[src/rtl/console_writer.sv]
// console_writer: text console that turns host characters into character-RAM writes with cursor and hardware scroll
module console_writer #(
    parameter int COLS = 80,
    parameter int ROWS = 30
) (
    input  logic        vgaClock,
    input  logic        rst,
    input  logic [7:0]  charIn,
    input  logic        charValid,
    output logic        charReady,
    output logic [15:0] memWrAddr,
    output logic [7:0]  memWrData,
    output logic        memWrEn,
    output logic [4:0]  rowOffset,
    output logic [6:0]  cursorX,
    output logic [4:0]  cursorY,
    output logic        busy
);
    typedef enum logic [1:0] {CLEAR, IDLE, WRITE, BLANK} state_t;
    typedef enum logic [2:0] {OP_NONE, OP_INC, OP_DEC, OP_CR, OP_LF} op_t;

    localparam logic [15:0] LAST = 16'(ROWS * COLS - 1);
    localparam logic [6:0]  XMAX = 7'(COLS - 1);
    localparam logic [4:0]  YMAX = 5'(ROWS - 1);

    state_t      r_state, w_next;
    op_t         r_op, w_op;
    logic        r_rst, r_we;
    logic [15:0] r_addr, r_end, w_cur_addr, w_row_base;
    logic [7:0]  r_data;
    logic [6:0]  r_x, w_wr_x;
    logic [4:0]  r_y, r_off, w_prow;
    logic [5:0]  w_sum;
    logic        w_accept, w_print, w_bs, w_scroll;

    assign w_accept   = r_state == IDLE && charValid;
    assign w_print    = charIn >= 8'h20 && charIn <= 8'h7E;
    assign w_bs       = charIn == 8'h08 && r_x != 7'd0;
    assign w_sum      = {1'b0, r_y} + {1'b0, r_off};
    assign w_prow     = w_sum >= 6'(ROWS) ? 5'(w_sum - 6'(ROWS)) : w_sum[4:0];
    assign w_wr_x     = w_bs ? r_x - 7'd1 : r_x;
    assign w_cur_addr = 16'(w_prow) * 16'(COLS) + 16'(w_wr_x);
    assign w_row_base = 16'(r_off) * 16'(COLS);
    assign w_scroll   = (r_op == OP_LF || (r_op == OP_INC && r_x == XMAX)) && r_y == YMAX;
    assign w_op       = w_print ? OP_INC : w_bs ? OP_DEC : charIn == 8'h0D ? OP_CR :
                        charIn == 8'h0A ? OP_LF : OP_NONE;
    assign cursorX    = r_x;
    assign cursorY    = r_y;
    assign rowOffset  = r_off;

    // next state plus handshake and RAM strobe; the cycle right after a reset edge never strobes
    always_comb begin
        w_next    = r_state;
        charReady = r_state == IDLE;
        busy      = r_state != IDLE;
        memWrEn   = !r_rst && (r_state == CLEAR || r_state == BLANK || (r_state == WRITE && r_we));
        memWrAddr = r_addr;
        memWrData = r_data;
        case (r_state)
            CLEAR:   w_next = (!r_rst && r_addr == LAST) ? IDLE : CLEAR;
            IDLE:    w_next = !w_accept ? IDLE : charIn == 8'h0C ? CLEAR : WRITE;
            WRITE:   w_next = w_scroll ? BLANK : IDLE;
            BLANK:   w_next = r_addr == r_end ? IDLE : BLANK;
            default: w_next = CLEAR;
        endcase
    end

    // state register; r_rst remembers that the previous edge was a reset edge
    always_ff @(posedge vgaClock) begin
        r_rst   <= rst;
        r_state <= rst ? CLEAR : w_next;
    end

    // datapath: write address/data latched on accept, cursor and scroll applied at the end of WRITE
    always_ff @(posedge vgaClock) begin
        if (rst) begin
            r_addr <= '0;
            r_end  <= '0;
            r_data <= 8'h20;
            r_we   <= 1'b0;
            r_op   <= OP_NONE;
            r_x    <= '0;
            r_y    <= '0;
            r_off  <= '0;
        end else begin
            case (r_state)
                CLEAR: if (!r_rst) begin
                    r_addr <= r_addr == LAST ? '0 : r_addr + 16'd1;
                    if (r_addr == LAST) begin
                        r_x   <= '0;
                        r_y   <= '0;
                        r_off <= '0;
                    end
                end
                IDLE: if (w_accept) begin
                    r_addr <= charIn == 8'h0C ? '0 : w_cur_addr;
                    r_data <= w_print ? charIn : 8'h20;
                    r_we   <= w_print || w_bs;
                    r_op   <= w_op;
                end
                WRITE: begin
                    if (r_op == OP_DEC) r_x <= r_x - 7'd1;
                    else if (r_op == OP_CR) r_x <= '0;
                    else if (r_op == OP_INC && r_x != XMAX) r_x <= r_x + 7'd1;
                    else if (r_op != OP_NONE) begin
                        r_x <= '0;
                        if (r_y != YMAX) r_y <= r_y + 5'd1;
                        else begin
                            r_off  <= r_off == YMAX ? '0 : r_off + 5'd1;
                            r_addr <= w_row_base;
                            r_end  <= w_row_base + 16'(COLS - 1);
                            r_data <= 8'h20;
                        end
                    end
                end
                BLANK: r_addr <= r_addr + 16'd1;
                default: ;
            endcase
        end
    end
endmodule

[config.mk]
export PLATFORM = sky130hd
export DESIGN_NAME = console_writer
export DESIGN_NICKNAME = d
export VERILOG_FILES = /design/src/rtl/console_writer.sv
export SDC_FILE = /design/constraint.sdc
export NUM_CORES = 1
export LEC_CHECK = 0
export ABC_AREA = 0
export BUFFER_PORTS_ARGS = -buffer_cell sky130_fd_sc_hd__buf_2
export CORE_MARGIN = 2
export CORE_UTILIZATION = 59
export DETAILED_ROUTE_END_ITERATION = 10
export HOLD_SLACK_MARGIN = 0.15
export PLACE_DENSITY = 0.85
export SLEW_MARGIN = 20
export SYNTH_ARGS = -nofsm -noshare
export SYNTH_HDL_FRONTEND = slang
export SYNTH_SLANG_ARGS = --single-unit
[constraint.sdc]
create_clock -name vgaClock -period 4.88 [get_ports vgaClock]
set_input_delay 0.976 -clock vgaClock [delete_from_list [all_inputs] [get_ports vgaClock]]
set_output_delay 0.976 -clock vgaClock [all_outputs]
set_load 0.005 [all_outputs]
==> results.yml <==
placement:
  place_congestion: 0.947
  io_buffer_count: 54
  placed_cell_area_um2: 4780
  dp_hpwl_um: 8600
  dpl.cell_count: 693
clock_tree:
  path_clk_slew_ps: 80
  hold_buffers: 0
  worst_skew_pair.late_latency_ps: 350
  cts_buffers: 9
  cts_root_buf: "clkbuf_8"
  cts.path.max_buffers: 2
  postCtsSetupRepairBufs: 0
  cts_sinks: 58
  cts_tree: "done"
  cts-resized-gates: 0
  cts-htree-levels: 3
layout:
  nets: 652
  drive_gt1_share_pct: 15.2
  layout_common_cells: "nor2_1 (64), dfxtp_1 (58), buf_2 (54), nand2_1 (50), ha_1 (32)"
  area_delta_synth_final_pct: 11.4
  insertedDiodeCount: 0
  design_area_um2: 4970
  utilization_pct: 68.1
  layout.cells.most_common: "nor2_1"
  finalNonFillerCells: 709
routing:
  first_iter_violations: 378
  detail_route.wl_per_cell_um: 16.8
  first_pass_iters: 5
  viasPerCell: 6.34
  drc_errors: 0
  drtAntennaViolNets: 0
  via_count: 4497
  routed_wirelength_um: 11900
critical_path:
  worstPathMaxFanout: 9
  cpMaxStageDelayCell: "fa_1"
  cp_cell_sequence: "ha_1 -> fa_1 -> xor2_2 -> ha_1 -> or3b_1 -> mux2_2 -> nand2_1 -> xnor2_1 -> ha_1 -> fa_1 -> nand3b_1 -> nand2b_1 -> a32oi_1 -> o32ai_1 -> nand2_1 -> a21oi_1"
  crit_required_ps: 5100
  critPathLaunchType: "flip-flop"
  arrival_ps: 4620
  crit_buf_inv: 0
  cp-end-kind: "flip-flop"
  crit_top_cell: "ha_1"
  cpPeakStageDelay_ps: 560
  cpLargestDelayFamily: "adder cells"
  crit_type: "flip-flop to flip-flop"
synth:
  synth_cell_types: 74
  synth_area_per_cell_um2: 7.91
  synth_nets: 611
  yosysSeqAreaShare_pct: 26.0
  async_flop_share_pct: 0
  synthFlopType: "dfxtp_1"
  syn_inst: 564
  yosysWarnings: 0
  ys_seq_elements: 58
  synth_edf_count: 0
  syn_area_um2: 4460
timing:
  rsz0062_at_grt: "no"
  slew_viol_final: 0
  tns_ps: 0
  slew_headroom_pct: 32.0
  min_period_ps: 4390
  period_share_pct: 90.0
  worst_slew_pin_slew_ps: 1010
  setup_viol: 0
  hold_slack_ps: 452
  fmax_ghz: 0.228
  skew_ps: 11.5
  hold_viol: 0
global_routing:
  grt_max_degree: 33
  grt_usage_pct: 29.3
  grt_pass1_wl_um: 20200
  antenna_found_initial: 0
  grt_overflow: 0
  grt_pass1_vias: 4166
power_and_ir_drop:
  powerDensity_nw_per_um2: 195
  ir_drop_uv: 186
  p_leak_nw: 2.03
floorplan:
  dieArea_um2: 8270
  start_util_pct: 61.2
  core_um2: 7290
  io_pins: 55
  num_rows: 31
  die_x_um: 90.9
  die_h_um: 90.9
flow_run:
  maxCapViolations: 0
worst_hold_path:
  hp-class: "flip-flop to flip-flop"
status:
  outcome: "finished, final reports clean"
-- final timing paths --
path / from / endpoint / slack (ps) / cells past startpoint
max: rowOffset[0] / memWrAddr[9] / 490 / 16
min: memWrData[1] / memWrData[1] / 450 / 2
max reg2reg: rowOffset[0] / memWrAddr[9] / 490 / 16
min reg2reg: memWrData[1] / memWrData[1] / 450 / 2
-- worst reg2reg max path: cells and delay by family (launching register included) --
family	cells	cell delay [ps]
fa+ha+maj	5	1780
simple gates	5	920
compound gates	3	490
flops	1	410
xor+xnor	2	380
mux	1	310
-- final cells by class --
cell class                      count  area [µm²]
Clock buffer                        9         124
Clock inverter                      7        68.8
Fill cell                         608        2320
Inverter                           20        75.1
Multi-Input combinational cell    458        3120
Sequential cell                    58        1160
Tap cell                           99         124
Timing Repair Buffer               58         300
-- cells by family after synthesis --
family | share of synthesized area [%]
buffers and inverters | 4.10
XOR/XNOR | 7.24
AND/OR/NAND/NOR | 27.1
flip-flops | 26.0
multiplexers | 1.60
AO/OA/AOI/OAI | 23.1
adder cells (fa/ha/maj) | 10.8
-- layer usage --
metal  wire length, µm  track usage (%)  vias to the layer above
met5                 0                0                        -
met3               848             5.48                       32
met1              5050             38.4                     2104
met2              5680             47.5                      206
li1                  -                -                     2155
met4               327             11.7                        0
-- state kept, by name, indices dropped and copies added (netlist names) --
signal     count
cursorX        7
r_state        2
r_we           1
memWrAddr     16
r_op           3
r_end         10
memWrData      8
rowOffset      5
r_rst          1
cursorY        5
-- through the flow --
step	power [W]	setup slack [ps]
2_1_floorplan	0.000516	912
3_3_place_gp	0.000532	784
3_5_place_dp	0.000533	609
4_1_cts	0.000974	561
5_1_grt	0.00100	292
6_report	0.000971	488
-- synthesized netlist by cell type (all sizes together), types with 12 or more instances --
cell     n  share of area, %
nor2    64               5.4
a22oi   13               2.2
nor3    14               1.6
a21oi   31               3.5
clkbuf  24               2.0
a211oi  12               2.5
xor2    18               3.7
o21ai   23               2.6
xnor2   18               3.5
dfxtp   58                26
nand4   14               2.0
nand3   29               3.3
nand2   50               4.2
inv     20               1.7
ha      32               9.0
-- report_power, final --
| part | internal [W] | leakage (nW) | switching, W |
|---|---|---|---|
| Clock | 0.000234 | 0.0954 | 0.000212 |
| Combinational | 0.0000149 | 1.47 | 0.0000276 |
| Sequential | 0.000476 | 0.468 | 0.00000554 |
(Power assumes the default switching activity.)
